<file path="src/rtl/vm_pkg.sv">
// vm_pkg: shared definitions for the vending machine owner/customer paths.
//   - mode and command codes
//   - owner session state encoding
//   - item table geometry (5 items, 4-bit fields)
package vm_pkg;

    localparam int NUM_ITEMS = 5;
    localparam int FIELD_W   = 4;
    localparam int VEC_W     = NUM_ITEMS * FIELD_W;
    localparam int MAX_QTY   = 15;

    localparam logic [1:0] MODE_CUSTOMER = 2'b00;
    localparam logic [1:0] MODE_OWNER    = 2'b01;

    typedef enum logic [1:0] {
        CMD_RESTOCK   = 2'b00,
        CMD_SET_PRICE = 2'b01,
        CMD_WITHDRAW  = 2'b10,
        CMD_LOGOUT    = 2'b11
    } cmd_e;

    typedef enum logic [1:0] {
        ST_LOCKED   = 2'b00,
        ST_UNLOCKED = 2'b01,
        ST_LOCKOUT  = 2'b10
    } state_e;

endpackage

</file>
<file path="src/rtl/vm_field.sv">
// vm_field: combinational extract/insert of one 4-bit field in the packed
// item vector, addressed by a 1-based item index.
//   vec      in  packed item fields, item k at [4k-1:4k-4]
//   idx      in  1-based item index
//   new_val  in  value to insert at idx
//   field    out current field at idx (0 when idx is out of range)
//   vec_out  out vec with field idx replaced by new_val (vec when out of range)
//   valid    out idx is within 1..NUM_ITEMS
module vm_field
    import vm_pkg::*;
(
    input  logic [VEC_W-1:0]   vec,
    input  logic [2:0]         idx,
    input  logic [FIELD_W-1:0] new_val,
    output logic [FIELD_W-1:0] field,
    output logic [VEC_W-1:0]   vec_out,
    output logic               valid
);

    always_comb begin
        field   = '0;
        vec_out = vec;
        valid   = 1'b0;
        for (int k = 1; k <= NUM_ITEMS; k++) begin
            if (idx == 3'(k)) begin
                field                         = vec[k*FIELD_W-1 -: FIELD_W];
                vec_out[k*FIELD_W-1 -: FIELD_W] = new_val;
                valid                         = 1'b1;
            end
        end
    end

endmodule

</file>
<file path="src/rtl/vending_owner.sv">
// vending_owner: owner maintenance port. PIN login with lockout after
// repeated failures, idle auto-logout, and one-shot restock / set price /
// withdraw commands that produce next values for the shared registers.
//   clk, rst                       clock, synchronous active-high reset
//   mode, req, cmd, index_type     machine mode, command strobe and decode
//   in_value                       PIN when locked, operand when unlocked
//   all_number/all_price/saved_money  current shared register values
//   update_*                       next shared register values
//   withdrawn                      amount released by the last withdraw
//   done, error                    one-cycle completion pulse and reject flag
//   unlocked, locked_out           session / lockout status
//
// state       | meaning
// ST_LOCKED   | waiting for PIN
// ST_UNLOCKED | session open, commands accepted, idle timer running
// ST_LOCKOUT  | too many bad PINs, requests ignored until timer expires
module vending_owner
    import vm_pkg::*;
#(
    parameter logic [3:0] PIN         = 4'd9,
    parameter int          MAX_TRIES   = 3,
    parameter int          LOCK_CYCLES = 16,
    parameter int          TIMEOUT     = 32
) (
    input  logic             clk,
    input  logic             rst,
    input  logic [1:0]       mode,
    input  logic             req,
    input  logic [1:0]       cmd,
    input  logic [2:0]       index_type,
    input  logic [3:0]       in_value,
    input  logic [VEC_W-1:0] all_number,
    input  logic [VEC_W-1:0] all_price,
    input  logic [3:0]       saved_money,
    output logic [VEC_W-1:0] update_all_number,
    output logic [VEC_W-1:0] update_all_price,
    output logic [3:0]       update_saved_money,
    output logic [3:0]       withdrawn,
    output logic             done,
    output logic             error,
    output logic             unlocked,
    output logic             locked_out
);

    localparam int TRY_W  = $clog2(MAX_TRIES + 1);
    localparam int LOCK_W = $clog2(LOCK_CYCLES + 1);
    localparam int IDLE_W = $clog2(TIMEOUT + 1);

    state_e              state;
    logic [TRY_W-1:0]    try_cnt;
    logic [LOCK_W-1:0]   lock_cnt;
    logic [IDLE_W-1:0]   idle_cnt;

    logic [FIELD_W-1:0]  num_field;
    logic [VEC_W-1:0]    num_ins;
    logic                num_valid;
    logic [VEC_W-1:0]    price_ins;
    logic                price_valid;
    // Current price is irrelevant when overwriting it.
    logic [FIELD_W-1:0]  unused_price_field;
    logic [FIELD_W:0]    restock_sum;

    // One extra bit so an overflowing restock is detected rather than wrapped.
    assign restock_sum = {1'b0, num_field} + {1'b0, in_value};

    vm_field u_stock (
        .vec     (all_number),
        .idx     (index_type),
        .new_val (restock_sum[FIELD_W-1:0]),
        .field   (num_field),
        .vec_out (num_ins),
        .valid   (num_valid)
    );

    vm_field u_price (
        .vec     (all_price),
        .idx     (index_type),
        .new_val (in_value),
        .field   (unused_price_field),
        .vec_out (price_ins),
        .valid   (price_valid)
    );

    always_ff @(posedge clk) begin
        if (rst) begin
            state              <= ST_LOCKED;
            try_cnt            <= '0;
            lock_cnt           <= '0;
            idle_cnt           <= '0;
            update_all_number  <= '0;
            update_all_price   <= '0;
            update_saved_money <= '0;
            withdrawn          <= '0;
            done               <= 1'b0;
            error              <= 1'b0;
            unlocked           <= 1'b0;
            locked_out         <= 1'b0;
        end else begin
            done               <= 1'b0;
            error              <= 1'b0;
            update_all_number  <= all_number;
            update_all_price   <= all_price;
            update_saved_money <= saved_money;

            if (mode != MODE_OWNER) begin
                // Leaving owner mode drops any request; the try count survives
                // so toggling mode cannot be used to reset the PIN attempts.
                state      <= ST_LOCKED;
                unlocked   <= 1'b0;
                locked_out <= 1'b0;
                idle_cnt   <= '0;
                lock_cnt   <= '0;
            end else begin
                case (state)
                    ST_LOCKED: begin
                        if (req) begin
                            done <= 1'b1;
                            if (in_value == PIN) begin
                                state    <= ST_UNLOCKED;
                                unlocked <= 1'b1;
                                try_cnt  <= '0;
                                idle_cnt <= '0;
                            end else begin
                                error <= 1'b1;
                                if (try_cnt >= TRY_W'(MAX_TRIES - 1)) begin
                                    state      <= ST_LOCKOUT;
                                    locked_out <= 1'b1;
                                    try_cnt    <= TRY_W'(MAX_TRIES);
                                    lock_cnt   <= LOCK_W'(LOCK_CYCLES - 1);
                                end else begin
                                    try_cnt <= try_cnt + 1'b1;
                                end
                            end
                        end
                    end

                    ST_LOCKOUT: begin
                        if (lock_cnt == '0) begin
                            state      <= ST_LOCKED;
                            locked_out <= 1'b0;
                            try_cnt    <= '0;
                        end else begin
                            lock_cnt <= lock_cnt - 1'b1;
                        end
                    end

                    ST_UNLOCKED: begin
                        if (req) begin
                            // A request on the expiry edge wins over the timeout.
                            idle_cnt <= '0;
                            done     <= 1'b1;
                            case (cmd_e'(cmd))
                                CMD_RESTOCK: begin
                                    if (!num_valid || restock_sum > (FIELD_W+1)'(MAX_QTY))
                                        error <= 1'b1;
                                    else
                                        update_all_number <= num_ins;
                                end
                                CMD_SET_PRICE: begin
                                    if (!price_valid || in_value == '0)
                                        error <= 1'b1;
                                    else
                                        update_all_price <= price_ins;
                                end
                                CMD_WITHDRAW: begin
                                    if (in_value > saved_money) begin
                                        error <= 1'b1;
                                    end else begin
                                        update_saved_money <= saved_money - in_value;
                                        withdrawn          <= in_value;
                                    end
                                end
                                CMD_LOGOUT: begin
                                    state    <= ST_LOCKED;
                                    unlocked <= 1'b0;
                                end
                            endcase
                        end else if (idle_cnt == IDLE_W'(TIMEOUT - 1)) begin
                            state    <= ST_LOCKED;
                            unlocked <= 1'b0;
                            idle_cnt <= '0;
                        end else begin
                            idle_cnt <= idle_cnt + 1'b1;
                        end
                    end

                    default: begin
                        state      <= ST_LOCKED;
                        unlocked   <= 1'b0;
                        locked_out <= 1'b0;
                    end
                endcase
            end
        end
    end

endmodule

</file>
<file path="config.mk">
export PLATFORM = sky130hd
export DESIGN_NAME = vending_owner
export DESIGN_NICKNAME = d
export VERILOG_FILES = /design/src/rtl/vm_pkg.sv /design/src/rtl/vm_field.sv /design/src/rtl/vending_owner.sv
export SDC_FILE = /design/constraint.sdc
export NUM_CORES = 1
export LEC_CHECK = 0
export CAP_MARGIN = 5
export CORE_UTILIZATION = 68
export CTS_CLUSTER_DIAMETER = 60
export DETAILED_ROUTE_END_ITERATION = 6
export DONT_BUFFER_PORTS = 1
export GPL_TIMING_DRIVEN = 0
export HOLD_SLACK_MARGIN = 0.03
export PLACE_DENSITY = 0.88
export RECOVER_POWER = 50
export SLEW_MARGIN = 40
export SYNTH_ARGS = -nofsm -noshare
export SYNTH_HDL_FRONTEND = slang
export SYNTH_SLANG_ARGS = --single-unit
</file>
<file path="constraint.sdc">
create_clock -name clk -period 6.93 [get_ports clk]
set_clock_uncertainty 0.2 [all_clocks]
set_input_delay 1.386 -clock clk [delete_from_list [all_inputs] [get_ports clk]]
set_output_delay 1.386 -clock clk [all_outputs]
set_load 0.05 [all_outputs]
</file>
# ---- After elaboration in Yosys (flattened, before gate mapping)
# Index checks and enable logic that the tools add are counted.
dict set report word_totals {
  reg_bits 67
  inputBits 58
  elab_cells 143
}
dict set report classes {
  addsub 5
  order_cmp 3
  n_eq_ne 22
  n_mux 77
  bitwise_logic 5
  n_reduce_logical 19
}
# op count
set op_table {}
lappend op_table {{20-bit 2-to-1 mux} 10}
lappend op_table {{4-bit 2-to-1 mux} 20}
lappend op_table {{5-bit AND reduction} 5}
lappend op_table {{6-bit 2-to-1 mux} 4}
lappend op_table {{1-bit 2-to-1 mux} 21}
lappend op_table {{2-bit 2-to-1 mux} 10}
lappend op_table {{5-bit 2-to-1 mux} 4}
lappend op_table {{2-bit inequality test, second input constant} 6}
lappend op_table {{6-bit one-hot mux with 2 select lines} 1}
lappend op_table {{5-bit one-hot mux with 2 select lines} 1}
lappend op_table {{1-bit one-hot mux with 3 select lines} 3}
lappend op_table {{6-bit by 1-bit adder with 6-bit output, second input constant} 1}
lappend op_table {{2-bit == test, second input constant} 3}
lappend op_table {{3-bit by 2-bit == test with 1-bit output, second input constant} 2}
lappend op_table {{3-bit == test, second input constant} 2}
lappend op_table {{6-bit by 5-bit == test with 1-bit output, second input constant} 1}
lappend op_table {{3-bit inequality test, second input constant} 2}
lappend op_table {{2-bit one-hot mux with 3 select lines} 1}
lappend op_table {{4-bit by 4-bit adder with 5-bit output} 1}
lappend op_table {{5-bit by 4-bit > comparator with 1-bit output, second input constant} 1}
lappend op_table {{5-bit zero test} 1}
lappend op_table {{1-bit inverter} 5}
lappend op_table {{5-bit by 1-bit subtractor with 5-bit output, second input constant} 1}
lappend op_table {{2-bit by 1-bit == test with 1-bit output, second input constant} 2}
lappend op_table {{other kinds (19)} 23}

# ---- Depth between registers and ports, before layout
dict set report depth {
  ltp_word 14
  mapped_depth 12
}

# ---- Modules after synthesis
# From an unflattened synthesis, not the netlist that was laid out.
dict set report unflattened {
  hier_cells 424
  hier_area_um2 3887.5
}
# module n_inst cells_per_inst area_per_inst_um2 seq_area_each_um2
set by_module_without_submodules {}
lappend by_module_without_submodules {vending_owner 1 318 2954.1 1341.3}
lappend by_module_without_submodules {vm_field 2 53 466.7 0.0}

# ---- Worst setup path after synthesis
# Ideal clock, no wire load.
dict set report synth_path {
  path_kind {input port to flip-flop}
  start {input index_type[1]}
  end {register update_all_number[10]}
  setup_time_ns 0.128
  t_arrival_ns 3.533
  t_required_ns 6.602
  path_slack_ns 3.069
  stages 12
  n_path_buf 1
  cell_sequence {buf_2 mux2_2 a22oi_1 o22ai_1 ha_1 inv_1 fa_1 nor2b_1 o21ai_0 nand4_1 mux2i_1 nor2_1}
}
dict set report synth_between {
  elab_chain_cells 14
  elab_cells_between_ends 25
  cone_classes {1 x add/sub; 1 x order compare; 5 x eq/ne; 16 x mux; 2 x reduce/logical}
}
# item line_no
set synth_rtl {}
lappend synth_rtl {{from (decl)} vending_owner.sv:30} ;# input logic [2:0] index_type,
lappend synth_rtl {{3-bit by 1-bit == test with 1-bit output} vm_field.sv:25} ;# if (idx == 3'(k)) begin
lappend synth_rtl {{4-bit 2-to-1 mux (5 in series)} vm_field.sv:25}
lappend synth_rtl {{4-bit by 4-bit adder with 5-bit output} vending_owner.sv:64} ;# assign restock_sum = {1'b0, num_field} + {1'b0, in_value};
lappend synth_rtl {{5-bit by 4-bit > comparator with 1-bit output} vending_owner.sv:154} ;# if (!num_valid || restock_sum > (FIELD_W+1)'(MAX_QTY))
lappend synth_rtl {{1-bit logical OR} vending_owner.sv:154}
lappend synth_rtl {{20-bit 2-to-1 mux *} vending_owner.sv:154}
lappend synth_rtl {{20-bit 2-to-1 mux *} vending_owner.sv:152} ;# case (cmd_e'(cmd))
lappend synth_rtl {{20-bit 2-to-1 mux *} vending_owner.sv:148} ;# if (req) begin
lappend synth_rtl {{20-bit 2-to-1 mux *} vending_owner.sv:114} ;# case (state)
lappend synth_rtl {{20-bit 2-to-1 mux *} vending_owner.sv:105} ;# if (mode != MODE_OWNER) begin
lappend synth_rtl {{to (signal assigned)} vending_owner.sv:101} ;# update_all_number <= all_number;
lappend synth_rtl {{to (signal assigned)} vending_owner.sv:157} ;# update_all_number <= num_ins;
lappend synth_rtl {{to (decl)} vending_owner.sv:35} ;# output logic [VEC_W-1:0] update_all_number,
# Mark *: on every way between the ends. The rest lies on a longest branch, timed or not.
# A chain may end at the register's enable or synchronous reset.

# ---- Worst setup path after layout
dict set report layout_path {
  start {input index_type[1]}
  end {register update_all_number[16]}
}
# Same word-level chain as after synthesis.

==> summary.md <==
| Metric | Value |
|---|---|
| CTS hold repair buffers | `0` |
| Clock transition at the registers of the reported paths | `0.07 ns` |
| Layout cells sized above 1 | `8.443%` |
| Worst VDD drop | `0.0001871 V` |
| RSZ-0062 raised after global routing | `false` |
| Vias | `2635` |
| Root buffer selected by CTS | `clkbuf_8` |
| Non-Filler Instances | `431` |
| Worst hold path class | `reg2reg` |
| Status | `complete, but fails checks` |
| Hpwl dp | `5628 microns` |
| Setup CP Type | `in2reg` |
| Synth warnings | `0` |
| Worst reg2reg setup slack | `4.55 ns` |
| Fillers | `294` |
| Final Max Slew Viols | `0` |
| Final instance area | `3541 sq um` |
| Max FO, Critical Path | `10` |
| Yosys cell types | `51` |
| Hold Crit Depth | `1` |
| Number of vias per cell | `6.114` |
| DRT iter0 DRCs | `198` |
| Fin Hold WS | `0.2764 ns` |
| Tmin final | `4.154 ns` |
| IO Count | `110` |
| Max cap viols | `0` |
| Vias in the first global route | `2449` |
| Worst Hold Path EP | `lock_cnt[4]$_SDFFE_PP0P_` |
| DRC Markers | `11` |
| Syn Inst Count | `363` |
| DRT Pass-1 Iters | `7` |
| Final setup violation count | `0` |
| Worst r2r src | `state[1]$_SDFFE_PP0P_` |
| Pleak | `1.538 nW` |
| Top FF cell, synth | `dfxtp_1` |
| Worst R2R Path Depth | `6` |
| Die area | `5091 sq um` |
| CTS-repair resized insts | `0` |
| Synth Register Bits | `67` |
| Top cell type's share of synthesized area | `41.01%` |
| First-pass GRT wire length | `11890 microns` |
| Placer Congestion | `0.8540` |
| Critical Path Start Type | `primary input` |
| PwrDens | `247.2 nW/um^2` |
| Cell area after synthesis | `3271 sq um` |
| PortBufs | `0` |
| Fin crit share | `59.94%` |
| ANT nets after route | `0` |
| Worst path required time | `6.95 ns` |
| Mapped Nets | `434` |
| Fmax achieved | `240.7 MHz` |
| Layout area overhead | `8.263%` |
| Global-route usage over all layers | `30.90%` |
| Placed Cells | `415` |
| CP endpoint kind | `register` |
| ANT cells | `0` |
| Row count | `24` |
| Overflow after GRT | `0` |
| Leading area contributor after synthesis | `dfxtp_1` |
| Rel. slew slack | `33.18%` |
| Hold wc startpoint | `lock_cnt[4]$_SDFFE_PP0P_` |
| TNS Setup | `0 ns` |
| Hold Violations, Final | `0` |
| Syn_area_per_cell | `9.010 sq um` |
| Initial antenna violation count | `0` |
| RR Endpoint | `try_cnt[1]$_SDFFE_PP0P_` |
| Final nets | `445` |
| Post-synthesis sequential area ratio | `41.01%` |
| CTS tree | `done` |
| EDFF count, synth | `0` |
| Failing checks | `design-rule violations` |
| Critical Path AT | `4.17 ns` |
| Footprint of the multi-input gates | `1759 sq um` |
| Total Wirelength | `7620 microns` |
| DP Area | `3336 sq um` |
| Chip Height | `71.35 microns` |
| Synth top area cells | `dfxtp_1, mux2i_1, nor2_1, ha_1, a21oi_1` |
| Largest net degree at the start of global routing | `12` |
| Async set-reset flop share out of synthesis | `0%` |
| FF/Latch Area | `1341 sq um` |
| Routed len/inst | `17.68 microns` |
| Post-CTS Setup Bufs | `0` |
| Slew of the pin with the lowest slew margin | `0.9770 ns` |
| Core box area | `4474 sq um` |
| Total power | `0.8753 mW` |
| Clock latency on the worst-skew pair | `0.34 ns` |
| Die Span X | `71.35 microns` |
| H-tree depth | `3` |
| Clock Sinks | `67` |
| CTS max path bufs | `2` |
| Cts bufs inserted | `9` |
| Initial Util | `73.10%` |
## where the power goes
part / switching (mW) / internal (mW) / leakage, nW
registers: 0.0550 / 0.400 / 0.552
clock network: 0.145 / 0.196 / 0.102
logic: 0.0484 / 0.0319 / 0.884
total: 0.248 / 0.627 / 1.54
## area by class of cell
cell class / instances / area share (%)
Clock inverter: 3 / 1.272
Clock buffer: 13 / 4.770
Tap cell: 52 / 1.837
Multi-Input combinational cell: 255 / 49.68
Buffer: 20 / 2.332
Inverter: 21 / 2.226
Sequential cell: 67 / 37.88
## Yosys cell counts, drive strengths merged, types with 2 or more instances
cell type / n
a2111oi: 2
o22ai: 3
a211oi: 4
mux2: 5
dfxtp: 67
nor3: 15
ha: 11
clkbuf: 11
a21oi: 18
nor2b: 3
a22oi: 4
a31oi: 5
inv: 21
o21ai: 5
nand3b: 4
nand2b: 5
nand3: 8
and2: 2
nand2: 16
nor2: 60
a21o: 4
mux2i: 47
xnor2: 7
fa: 2
nand4: 6
buf: 9
## stage by stage
stage / setup WS, ns / utilization, %
2_1_floorplan: 3.069 / -
3_3_place_gp: 2.663 / 74.55
3_5_place_dp: 2.566 / 74.55
4_1_cts: 2.857 / 79.33
5_1_grt: 2.595 / 79.14
6_report: 2.776 / 79.14
## how the worst max path moves through the flow
stage,slack [ns],from,end,cells past startpoint
3_5_place_dp,2.57,index_type[1],update_all_number[16]$_SDFF_PP0_,10
4_1_cts,2.86,index_type[1],update_all_number[16]$_SDFF_PP0_,12
3_3_place_gp,2.66,index_type[1],update_all_number[16]$_SDFF_PP0_,12
2_1_floorplan,3.07,index_type[1],update_all_number[10]$_SDFF_PP0_,12
6_report,2.78,index_type[1],update_all_number[16]$_SDFF_PP0_,12
5_1_grt,2.59,index_type[1],update_all_number[16]$_SDFF_PP0_,12
## worst max-delay path, cell delays in order
cell and delay (ns):
buf_2 0.20, mux2_2 0.36, a22oi_1 0.19, o22ai_1 0.13
ha_1 0.22, inv_1 0.07, fa_1 0.20, nor2b_1 0.06
o21ai_0 0.54, nand4_1 0.43, mux2i_1 0.33, nor2_1 0.06
## cells by family (layout without fill, tap and decap cells)
family	after synthesis	after routing	synth area share [%]
adder cells (fa/ha/maj)	13	13	5.432
flip-flops	67	67	41.01
XOR/XNOR	8	8	2.142
multiplexers	52	52	16.22
AND/OR/NAND/NOR	128	128	18.48
AO/OA/AOI/OAI	54	54	11.71
buffers and inverters	41	57	5.012
## metal layers
layer	vias to the layer above	global-route usage, %	part of all wire [%]
met1	1247	35.66	40
met3	12	8.017	7.2
met2	93	53.54	51
met5	-	0	0
li1	1283	-	-
met4	0	14.44	1.9
## layout by cell type, fill, tap and decap left out, types with 5 or more instances in the layout
cell type,netlist,routed
dfxtp_1,67,67
nor2_1,60,60
mux2i_1,47,47
inv_1,21,21
a21oi_1,18,18
nand2_1,16,16
clkbuf_1,11,14
nor3_1,14,14
clkbuf_8,0,12
ha_1,11,11
nand3_1,8,8
xnor2_1,7,7
buf_2,8,6
nand4_1,6,6
nand2b_1,5,5
## state kept, by name, indices dropped and copies added, names as in the netlist, 2 cells and up
signal / cells
state: 2
lock_cnt: 5
update_all_price: 20
try_cnt: 2
withdrawn: 4
idle_cnt: 6
update_saved_money: 4
update_all_number: 20
Power figures use the tool's default switching activity.
==> RTL change: new RTL, same settings <==
Register the output `withdrawn` once more, cleared by the reset; this adds one clock of latency there. The other outputs are not delayed to match.
--- a/src/rtl/vending_owner.sv
+++ b/src/rtl/vending_owner.sv
@@ -48,2 +48,4 @@
 
+    logic [3:0] withdrawn_s0;
+
     state_e              state;
@@ -92,3 +94,3 @@
             update_saved_money <= '0;
-            withdrawn          <= '0;
+            withdrawn_s0       <= '0;
             done               <= 1'b0;
@@ -169,3 +171,3 @@
                                         update_saved_money <= saved_money - in_value;
-                                        withdrawn          <= in_value;
+                                        withdrawn_s0       <= in_value;
                                     end
@@ -196,2 +198,10 @@
 
+    always_ff @(posedge clk) begin
+        if (rst) begin
+            withdrawn <= '0;
+        end else begin
+            withdrawn <= withdrawn_s0;
+        end
+    end
+
 endmodule
Formal check against the unedited RTL: not equivalent (Yosys sat finds a counterexample within 4 cycles, from zero or initial values and one cycle with rst high).
==> RTL change against the original RTL <==
- total power up 7.7%
- wire length up 16%
- via count up 17%
- cell area up 11%
- register-to-register slack worse by 0.03 ns
- critical path depth unchanged
- synthesized area up 9.8%
- sequential cell count up 4
- global-route usage up 1.1 points
- setup slack better by 0.089 ns
- die area up 9.5%
- combinational power up 7.5%
- sequential power up 4.8%
==> RTL change: results (changes against the original RTL) <==
core area 5107 um2 (+14%); DRT Wirelength 8.828 mm (+16%); via count 3070 (+17%); Max-slew headroom 0.2348 (-0.09708); first-pass GRT wire length 13.21 mm (+11%); TritonRoute pass-1 iters 5 (-2); Leak 1.429 nW (-7.1%); outcome finished, final reports clean; net total in the final layout 471 (+5.8%); Signal buffers 28 (+40%); worst-skew pair later-pin latency 0.36 ns (+0.02 ns); sw frac 0.2805 (-0.002887); post-synthesis instance total 389 (+7.2%); Layout clock area frac 0.05912 (-0.001300); VDD IR-drop max 0.0001555 V (-17%); Yosys cell types 48 (-5.9%); Synth area leaders dfxtp_1 40%, mux2i_1 11%, nand2b_1 4.0%; Psw 0.0002645 W (+6.6%); vias in the first global route 2866 (+17%); Non-Clock Inverter Count 16 (-24%); Tot GR Track Use 0.3204 (+0.01142); fraction of area in multi-input gates 0.5117 (+0.01485); sequential share of cell area 0.3631 (-0.01574); placed inst area 3697 um2 (+11%); Non-Filler Instances 475 (+10%); Multi-In Gates 274 (+7.5%); largest net degree at the start of global routing 13 (+1); Pwr Density 240.9 nW/um2 (-2.5%); Fill cells 371 (+26%); routability cong. 0.9068 (+6.2%); sequential element share of the synthesized area 0.3958 (-0.01428); Yosys reg bits 71 (+6.0%); dpl cells 459 (+11%); share of post-route cells with drive strength above 1 0.1037 (+0.01927); Synth top cells by count 71 x dfxtp_1, 41 x mux2i_1, 32 x nor2_1, 23 x nand2b_1, 20 x clkbuf_1; CP arrival 4.14 ns (-0.03 ns)
## RTL change: changes by cell type after synthesis, sizes merged, moves of 7 or more
| cell | change |
|---|---|
| o21ai | +9 |
| nand2b | +18 |
| or4 | +7 |
| nor4 | +9 |
| nor2b | +13 |
| nor3 | -7 |
| clkbuf | +9 |
| nand2 | -11 |
| nor2 | -28 |
## RTL change: metal layers
layer | track usage | wire, um | up-vias
met4 | 0.1656 | 261 | 0
met2 | 0.5365 | 4400 | 175
met3 | 0.1379 | 887 | 33
met1 | 0.3445 | 3279 | 1440
met5 | 0 | 0 | -
li1 | - | - | 1422
## RTL change: final timing paths
| kind | from | to | slack, ns | cells past startpoint |
|---|---|---|---|---|
| setup reg to reg | lock_cnt[0]$_SDFFE_PP0P_ | locked_out$_SDFFE_PP0P_ | 4.52 | 7 |
| hold reg to reg | withdrawn_s0[1]$_SDFFE_PP0P_ | withdrawn[1]$_SDFF_PP0_ | 0.26 | 1 |
| hold / removal | withdrawn_s0[1]$_SDFFE_PP0P_ | withdrawn[1]$_SDFF_PP0_ | 0.26 | 1 |
| setup / recovery | index_type[1] | update_all_number[4]$_SDFF_PP0_ | 2.86 | 12 |
## RTL change: kinds of logic (layout without fill, tap and decap cells)
group,Yosys count,in the layout,synth area share
muxes,44,44,0.1237
and+or+nand+nor,139,139,0.2328
xor gates and xnor gates,3,3,0.007318
DFF,71,71,0.3958
buffers and inverters,44,60,0.04808
adders and majority gates,13,13,0.04948
AOI/OAI and AO/OA,75,75,0.1429
## RTL change: critical path, stage by stage
cell,delay [ns]
buf_1,0.36
nor2b_1,0.32
a22oi_1,0.14
o22ai_1,0.16
ha_1,0.20
inv_1,0.06
fa_1,0.37
nor2b_1,0.19
o21a_1,0.29
or4_1,0.19
clkbuf_1,0.21
mux2i_1,0.25
